[src/rtl/led_pattern_ctrl.sv]
// LED pattern controller: four push buttons select OFF / MIRROR / RUN / BLINK and pause.
// Define LED_KEY_DEBOUNCE_EN to insert a per-key DEB_CNT-cycle debounce filter after the synchroniser.
module led_pattern_ctrl #(
  parameter int N_LED    = 4,
  parameter int STEP_CNT = 10_000_000,
  parameter int DEB_CNT  = 1_000_000
) (
  input  logic             sys_clk,
  input  logic             sys_rst_n,
  input  logic [3:0]       key,
  output logic [N_LED-1:0] led,
  output logic [1:0]       mode,
  output logic             paused
);

  localparam logic [1:0] MODE_OFF    = 2'b00;
  localparam logic [1:0] MODE_MIRROR = 2'b01;
  localparam logic [1:0] MODE_RUN    = 2'b10;
  localparam logic [1:0] MODE_BLINK  = 2'b11;

  localparam int STEP_W = $clog2(N_LED);
  localparam int TMR_W  = $clog2(STEP_CNT);
  localparam int DEB_W  = (DEB_CNT > 2) ? $clog2(DEB_CNT) : 1;

  if (N_LED < 2 || N_LED > 16 || (N_LED % 2) != 0 || STEP_CNT < 2 || DEB_CNT < 2 || DEB_W < 1)
  begin : g_param_err
    $error("led_pattern_ctrl: illegal parameter value");
  end

  // Key synchroniser; sync_vld marks when sync_q2 holds a real post-reset sample.
  logic [3:0] sync_q1;
  logic [3:0] sync_q2;
  logic [1:0] sync_vld;

  always_ff @(posedge sys_clk or negedge sys_rst_n) begin
    if (!sys_rst_n) begin
      sync_q1  <= '1;
      sync_q2  <= '1;
      sync_vld <= '0;
    end else begin
      sync_q1  <= key;
      sync_q2  <= sync_q1;
      sync_vld <= {sync_vld[0], 1'b1};
    end
  end

  logic [3:0] key_lvl;

`ifdef LED_KEY_DEBOUNCE_EN
  logic [DEB_W-1:0] deb_cnt [4];

  always_ff @(posedge sys_clk or negedge sys_rst_n) begin
    if (!sys_rst_n) begin
      key_lvl <= '1;
      for (int i = 0; i < 4; i++) deb_cnt[i] <= '0;
    end else begin
      for (int i = 0; i < 4; i++) begin
        if (sync_q2[i] == key_lvl[i]) begin
          deb_cnt[i] <= '0;
        end else if (deb_cnt[i] == DEB_W'(DEB_CNT - 1)) begin
          key_lvl[i] <= sync_q2[i];
          deb_cnt[i] <= '0;
        end else begin
          deb_cnt[i] <= deb_cnt[i] + 1'b1;
        end
      end
    end
  end
`else
  assign key_lvl = sync_q2;
`endif

  // A key only arms once it has been seen released after reset, so a key held
  // through reset release cannot produce a press.
  logic [3:0] lvl_prev;
  logic [3:0] armed;
  logic [3:0] press;

  always_ff @(posedge sys_clk or negedge sys_rst_n) begin
    if (!sys_rst_n) begin
      lvl_prev <= '1;
      armed    <= '0;
    end else begin
      lvl_prev <= key_lvl;
      armed    <= armed | ({4{sync_vld[1]}} & sync_q2);
    end
  end

  assign press = armed & lvl_prev & ~key_lvl;

  logic [3:0] win;

  always_comb begin
    win = '0;
    if (press[0])      win = 4'b0001;
    else if (press[1]) win = 4'b0010;
    else if (press[2]) win = 4'b0100;
    else if (press[3]) win = 4'b1000;
  end

  logic [1:0] mode_nxt;
  logic       mode_chg;

  always_comb begin
    mode_nxt = mode;
    if (win[0])      mode_nxt = (mode == MODE_MIRROR) ? MODE_OFF : MODE_MIRROR;
    else if (win[1]) mode_nxt = (mode == MODE_RUN)    ? MODE_OFF : MODE_RUN;
    else if (win[2]) mode_nxt = (mode == MODE_BLINK)  ? MODE_OFF : MODE_BLINK;
    mode_chg = (mode_nxt != mode);
  end

  logic [TMR_W-1:0]  tmr;
  logic [STEP_W-1:0] step;
  logic [STEP_W-1:0] step_last;

  always_comb begin
    step_last = '0;
    case (mode)
      MODE_RUN:    step_last = STEP_W'(N_LED - 1);
      MODE_MIRROR: step_last = STEP_W'(N_LED / 2 - 1);
      MODE_BLINK:  step_last = STEP_W'(1);
      default:     step_last = '0;
    endcase
  end

  // A pause toggle cycle does not advance the timer; OFF keeps timer/step at 0
  // because every entry into OFF is a mode change, which clears them.
  always_ff @(posedge sys_clk or negedge sys_rst_n) begin
    if (!sys_rst_n) begin
      mode   <= MODE_OFF;
      paused <= 1'b0;
      tmr    <= '0;
      step   <= '0;
    end else if (mode_chg) begin
      mode   <= mode_nxt;
      paused <= 1'b0;
      tmr    <= '0;
      step   <= '0;
    end else if (win[3]) begin
      if (mode != MODE_OFF) paused <= ~paused;
    end else if (mode != MODE_OFF && !paused) begin
      if (tmr == TMR_W'(STEP_CNT - 1)) begin
        tmr  <= '0;
        step <= (step == step_last) ? '0 : step + 1'b1;
      end else begin
        tmr <= tmr + 1'b1;
      end
    end
  end

  logic [N_LED-1:0] led_nxt;

  always_comb begin
    led_nxt = '0;
    case (mode)
      MODE_RUN: begin
        for (int i = 0; i < N_LED; i++) led_nxt[i] = (STEP_W'(i) == step);
      end
      MODE_MIRROR: begin
        for (int i = 0; i < N_LED; i++)
          led_nxt[i] = (STEP_W'(i) == step) || (STEP_W'(N_LED - 1 - i) == step);
      end
      MODE_BLINK: led_nxt = {N_LED{~step[0]}};
      default:    led_nxt = '0;
    endcase
  end

  always_ff @(posedge sys_clk or negedge sys_rst_n) begin
    if (!sys_rst_n) led <= '0;
    else            led <= led_nxt;
  end

endmodule

[config.mk]
export PLATFORM = sky130hd
export DESIGN_NAME = led_pattern_ctrl
export DESIGN_NICKNAME = d
export VERILOG_FILES = /design/src/rtl/led_pattern_ctrl.sv
export SDC_FILE = /design/constraint.sdc
export NUM_CORES = 1
export LEC_CHECK = 0
export ABC_AREA = 0
export CORE_MARGIN = 2
export CORE_UTILIZATION = 30
export CTS_CLUSTER_SIZE = 28
export DETAILED_ROUTE_END_ITERATION = 6
export SYNTH_ARGS = -nofsm -noshare
export SYNTH_HDL_FRONTEND = slang
export SYNTH_SLANG_ARGS = --single-unit
[constraint.sdc]
create_clock -name sys_clk -period 5.4 [get_ports sys_clk]
set_input_delay 1.08 -clock sys_clk [delete_from_list [all_inputs] [get_ports sys_clk]]
set_output_delay 1.08 -clock sys_clk [all_outputs]
set_load 0.02 [all_outputs]
==> results of run 1 <==
==> synth_stat cells, types with 2 or more instances <==
cell type  instances  share of area [%]
o21ai_0            9                1.8
dfstp_2           12                 13
and3_1             4                1.0
o211ai_1           2               0.62
clkbuf_1           6               0.92
a221o_1            3                1.2
xor2_1             6                2.2
nand4b_1           2               0.72
inv_1              2               0.31
nor2_1            16                2.5
nand2_1           21                3.2
and4_1             7                2.5
nand3b_1           3               0.92
or4_1              5                1.5
nor3_1             6                1.2
xnor2_1            2               0.72
dfrtp_1           39                 40
or4b_1             3                1.2
nor2b_1            3               0.77
a21oi_1           14                2.9
o31ai_1            6                1.8
nand3_1           17                3.5
a21o_1             4                1.2
nand4_1            7                1.8
buf_2              2               0.41
and2_1             2               0.51
ha_1               5                2.6
or3_1              3               0.77
==> placed cells by master, fill, tap and decap left out, types with 3 or more instances in the layout <==
master and count:
a21oi_1 14, o21ai_0 9, nand4_1 7, nor3_1 6, nor2b_1 3, nand2_1 21
a21o_1 4, or3_1 3, dfrtp_1 39, and4_1 7, ha_1 5, clkdlybuf4s50_1 11
clkbuf_8 5, dfstp_2 12, and3_1 4, xor2_1 6, nand3_1 17, a221o_1 3
or4b_1 3, o31ai_1 6, nor2_1 16, or4_1 5, nand3b_1 3
==> registers in the layout (all words and copies together), names as in the netlist <==
signal,count
armed,4
key_lvl,4
led,4
lvl_prev,4
mode,2
paused,1
step,2
sync_q1,4
sync_vld,2
tmr,24
==> kinds of logic after synthesis <==
logic type                 count (synthesis)
and+or+nand+nor                          105
DFF                                       51
AOI/OAI and AO/OA                         49
buffers and inverters                     10
xor gates and xnor gates                   8
adders and majority gates                  5
other                                      1
muxes                                      1
==> worst reg2reg max path: cells and delay by family (launching register included) <==
kind / cells / cell delay, ns
AND/OR/NAND/NOR: 2 / 0.62
AO/OA/AOI/OAI: 3 / 1.23
flip-flops: 1 / 0.55
==> worst paths after layout <==
check                            start          end  slack (ns)  cells past startpoint
setup / recovery               mode[1]      mode[1]        2.78                      1
hold / removal             sync_vld[0]  sync_vld[1]        0.36                      0
setup reg to reg            key_lvl[0]      tmr[16]        2.91                      5
hold reg to reg            sync_vld[0]  sync_vld[1]        0.36                      0
max in group asynchronous    sys_rst_n      step[1]        4.13                      2
min in group asynchronous    sys_rst_n      tmr[23]        0.86                      2
==> power groups by stage <==
stage / Sequential [mW] / Clock (mW) / Combinational [mW]
6_report: 0.431 / 0.242 / 0.125
4_1_cts: 0.431 / 0.250 / 0.127
2_1_floorplan: 0.446 / 0 / 0.0636
3_3_place_gp: 0.438 / 0 / 0.125
3_5_place_dp: 0.438 / 0 / 0.127
5_1_grt: 0.434 / 0.271 / 0.140
==> metal layers <==
| layer | track usage [%] | up-vias | part of all wire, % |
|---|---|---|---|
| met1 | 16.69 | 861 | 51 |
| met2 | 17.50 | 23 | 45 |
| met3 | 2.889 | 6 | 3.1 |
| li1 | - | 885 | - |
| met5 | 0 | - | 0 |
| met4 | 3.623 | 0 | 1.4 |
==> layout make-up <==
class	instances	area [um^2]
Fill cell	813	5052
Sequential cell	51	1291
Multi-Input combinational cell	169	1104
Tap cell	102	127.6
Timing Repair Buffer	13	122.6
Clock buffer	5	68.82
Clock inverter	3	33.78
Inverter	2	7.507
==> through the flow <==
step	instance area (um^2)	utilization [%]	power, mW	setup slack [ns]
final	2755	35.29	0.7979	2.778
after global routing	2755	35.29	0.8457	2.519
after global placement	2653	33.97	0.5631	3.030
after detailed placement	2653	33.97	0.5648	2.904
after floorplan	2435	-	0.5095	3.355
after CTS	2755	35.29	0.8085	2.770
==> impl_metrics.csv, run 1 <==
group,metric,value,unit
outcome,outcome,"finished clean",
hold_path,holdCritPathClass,"reg -> reg",
logic_synthesis,yosys.area_share.xor_xnor,2.878,%
cts,cts-resized-gates,0,
detailed_routing,viasPerCell,5.145,
worst_setup_path,worst-setup-path-type,"reg -> out",
worst_setup_path,crit_buf_inv,1,
detailed_routing,drtPass1Iterations,4,
global_route,antenna_found_initial,0,
logic_synthesis,synthAdderAreaFrac,2.569,%
pwr,comb_power_share,15.7,%
timing,rsz0062_at_grt,"no",
logic_synthesis,ys_ff_latch,51,
finish,final-instance-count-excl-fill,345,
detailed_routing,wl,4699,um
timing,finalSetupViolCount,0,
pwr,p_clk_share,30.3,%
pwr,power_density,289.6,nW/um^2
finish,diodes,0,
logic_synthesis,post_synth.cell_area_avg,10.59,um^2
logic_synthesis,synth.distinct_cells,47,
detailed_routing,routedWlPerCell,13.62,um
pwr,peakVddDrop,0.0001164,V
cts,cts_root_buf,"clkbuf_8",
cts,clkTransAtPathRegs,0.11,ns
timing,tns,0,ns
worst_setup_path,path_max_fanout,12,
floorplanning,num_io_pins,13,
worst_setup_path,max_stage_delay,0.67,ns
global_route,grt_pass1_vias,1662,
logic_synthesis,ys.warnings.count,0,
cts,cts_tree,"yes",
flow_run,max-cap-violations,0,
placement,placed_cells,337,
placement,io_buffer_count,12,
logic_synthesis,syn_nets,241,
worst_setup_path,endpoint_kind,"output port",
detailed_routing,dr_total_vias,1775,
floorplanning,core_area,7807,um^2
worst_setup_path,slowest_stage,"clkdlybuf4s50_1",
detailed_routing,ant_nets,0,
global_route,grt_max_degree,52,
detailed_routing,drt_iter0_markers,85,
worst_setup_path,cp.required,4.32,ns
logic_synthesis,ys_seq_area_share,53.03,%
floorplanning,die_w,94.09,um
cts,htree_levels,2,
pwr,p_sw_share,30.36,%
global_route,grt.overflow.total,0,
cts,postCtsHoldBufs,0,
logic_synthesis,synth_simple_gate_area_share,25.49,%
logic_synthesis,synth_top_family_by_area,"simple AND/OR/NAND/NOR gates",
timing,slew_headroom,42.10,%
worst_setup_path,worstPathArrival,1.54,ns
cts,cts_made_buffers,5,
logic_synthesis,async_flop_share,100.0,%
global_route,track_usage,11.72,%
timing,finalMaxSlewViolations,0,
global_route,grt_first_pass_wirelength,8176,um
timing,period_needed,2.622,ns
worst_setup_path,critical_path.top_delay_family,"buffers and inverters",
pwr,seqPwrFrac,54.0,%
finish,area_growth,13.16,%
placement,finalWeightedCongestion,0.7524,
finish,layout.nets,253,
floorplanning,dieArea,8853,um^2
logic_synthesis,muxShareOfSynthArea,0.4111,%
timing,period_share,48.55,%
logic_synthesis,synth_edf_count,0,
cts,cts.sinks,51,
timing,worst_hold_slack,0.3588,ns
worst_setup_path,crit_chain,"clkdlybuf4s50_1",
timing,max_freq,381.4,MHz
floorplanning,dieHeight,94.09,um
timing,tightest_slew,0.8646,ns
floorplanning,initial_core_util,31.19,%
logic_synthesis,synthFlopType,"dfrtp_1",
floorplanning,rows,32,
cts,clock_latency,0.32,ns
pwr,intPower,555.6,uW
worst_setup_path,critPathLaunchType,"register",
timing,hold_violations,0,
placement,hpwlAfterDp,3164,um
pwr,p_sw,242.3,uW
logic_synthesis,synth_compound_area_share,13.82,%
cts,cts_setup_buffers,0,
detailed_routing,drc,0,
timing,fin_skew,0.009023,ns
cts,clockBufferDepth,2,
logic_synthesis,netlist_area,2435,um^2
finish,drive_above_1_share,11.52,%
logic_synthesis,synthCells,230,
pwr,p_leak,1.108,nW
No activity file was read; power rests on OpenSTA's default activity.
==> run 2, diff against run 1 <==
clock period = 2.45 ns   (was 5.4 ns; I/O delays follow)
==> impl_metrics.csv, run 2 (synthesis results as in run 1) <==
group,metric,value,unit
worst_setup_path,worst-setup-path-type,"reg -> reg",
worst_setup_path,cp.required,2.68,ns
pwr,power_density,636.6,nW/um^2
worst_setup_path,rr_startpoint,"key_lvl[3]",
finish,layout.nets,257,
cts,cts.sinks,51,
cts,cts_root_buf,"clkbuf_8",
detailed_routing,drt_iter0_markers,85,
cts,cts_tree,"yes",
pwr,p_leak,1.125,nW
cts,clockBufferDepth,2,
cts,clock_latency,0.31,ns
timing,finalSetupViolCount,0,
worst_setup_path,max_stage_delay,0.60,ns
global_route,grt_max_degree,52,
detailed_routing,ant_nets,0,
detailed_routing,dr_total_vias,1749,
worst_setup_path,path_max_fanout,14,
floorplanning,dieArea,8853,um^2
timing,max_freq,469.4,MHz
detailed_routing,drc,0,
finish,largest_register_ffs,24,
pwr,p_clk_share,29.2,%
global_route,grt.overflow.total,0,
floorplanning,dieHeight,94.09,um
worst_setup_path,crit_path_end,"tmr[19]",
placement,place_ws,0.3526,ns
finish,register_area,1291,um^2
worst_setup_path,reg2reg_depth,5,
worst_setup_path,cp_num_cells,5,
cts,cts_setup_buffers,0,
pwr,comb_power_share,18.2,%
flow_run,max-cap-violations,0,
placement,io_buffer_count,12,
pwr,p_sw,530.1,uW
cts,postCtsHoldBufs,0,
worst_setup_path,critical_path.top_delay_family,"simple AND/OR/NAND/NOR gates",
worst_setup_path,slowest_stage,"or4_1",
timing,fin_skew,0.01285,ns
finish,diodes,0,
floorplanning,num_io_pins,13,
worst_setup_path,startpoint,"key_lvl[3]",
pwr,intPower,1.238,mW
cts,cts_made_buffers,5,
global_route,antenna_found_initial,0,
finish,drive_above_1_share,12.96,%
worst_setup_path,crit_chain,"and3b_1 -> nor3_4 -> o211ai_1 -> or4_1 -> a21oi_1",
timing,period_needed,2.130,ns
cts,clkTransAtPathRegs,0.11,ns
worst_setup_path,critPathLaunchType,"register",
placement,hpwlAfterDp,3173,um
finish,layout_commonest_cell,"dfrtp_1",
detailed_routing,drtPass1Iterations,4,
timing,tightest_slew,0.8199,ns
floorplanning,rows,32,
finish,final_util,35.58,%
finish,num-fill-cells,799,
cts,htree_levels,2,
detailed_routing,wl,4547,um
pwr,power,1.768,mW
placement,placed_cell_area,2683,um^2
worst_setup_path,crit_buf_inv,0,
placement,finalWeightedCongestion,0.8665,
timing,period_share,86.95,%
global_route,grt_pass1_vias,1561,
timing,slew_headroom,45.10,%
finish,multi_input_area,1104,um^2
worst_setup_path,worstPathArrival,2.36,ns
timing,tns,0,ns
timing,finalMaxSlewViolations,0,
timing,worst_hold_slack,0.2786,ns
pwr,p_sw_share,29.98,%
worst_setup_path,endpoint_kind,"register",
outcome,outcome,"finished clean",
pwr,seqPwrFrac,52.5,%
finish,area_growth,14.08,%
timing,hold_violations,0,
timing,rsz0062_at_grt,"no",
finish,final-instance-count-excl-fill,349,
floorplanning,core_area,7807,um^2
pwr,peakVddDrop,0.0003106,V
detailed_routing,viasPerCell,5.011,
floorplanning,die_w,94.09,um
hold_path,holdCritPathClass,"in -> async",
timing,setup_ws,0.3198,ns
detailed_routing,routedWlPerCell,13.03,um
worst_setup_path,ff2ff_setup_slack,0.32,ns
finish,largest-register,"tmr",
cts,cts-resized-gates,0,
worst_setup_path,timing.rr.end,"tmr[19]",
global_route,grt_first_pass_wirelength,7748,um
floorplanning,initial_core_util,31.19,%
finish,design_area,2778,um^2
global_route,track_usage,10.99,%
finish,most-common-layout-cells,"dfrtp_1, nand2_1, nand3_1",
placement,placed_cells,341,
[run 2: worst min path at each step]
| stage | to | slack [ns] | cells after the start |
|---|---|---|---|
| finish | sync_vld[1] | 0.28 | 2 |
| detailed placement | sync_vld[1] | 0.33 | 0 |
| global route | sync_vld[0] | 0.33 | 2 |
| global placement | sync_vld[1] | 0.33 | 0 |
| floorplan | armed[0] | 0.19 | 0 |
| CTS | sync_vld[1] | 0.30 | 2 |
[run 2: routing by layer]
metal / vias to the layer above / track usage, % / part of all wire, %
li1: 893 / - / -
met1: 831 / 16.27 / 52
met2: 21 / 15.65 / 45
met3: 4 / 2.729 / 3.3
met4: 0 / 3.382 / 0.46
met5: - / 0 / 0
[run 2: final cells by class]
cell class                      instances  area share (%)
Inverter                                2          0.2703
Multi-Input combinational cell        169           39.73
Clock inverter                          3          0.9459
Tap cell                              102           4.595
Sequential cell                        51           46.49
Timing Repair Buffer                   17           5.495
Clock buffer                            5           2.477
[run 2: power by group through the flow]
stage / clock network (mW) / logic, mW / registers [mW]
4_1_cts: 0.535 / 0.324 / 0.929
3_5_place_dp: 0 / 0.324 / 0.945
6_report: 0.517 / 0.322 / 0.929
3_3_place_gp: 0 / 0.322 / 0.944
5_1_grt: 0.571 / 0.354 / 0.935
2_1_floorplan: 0 / 0.140 / 0.983
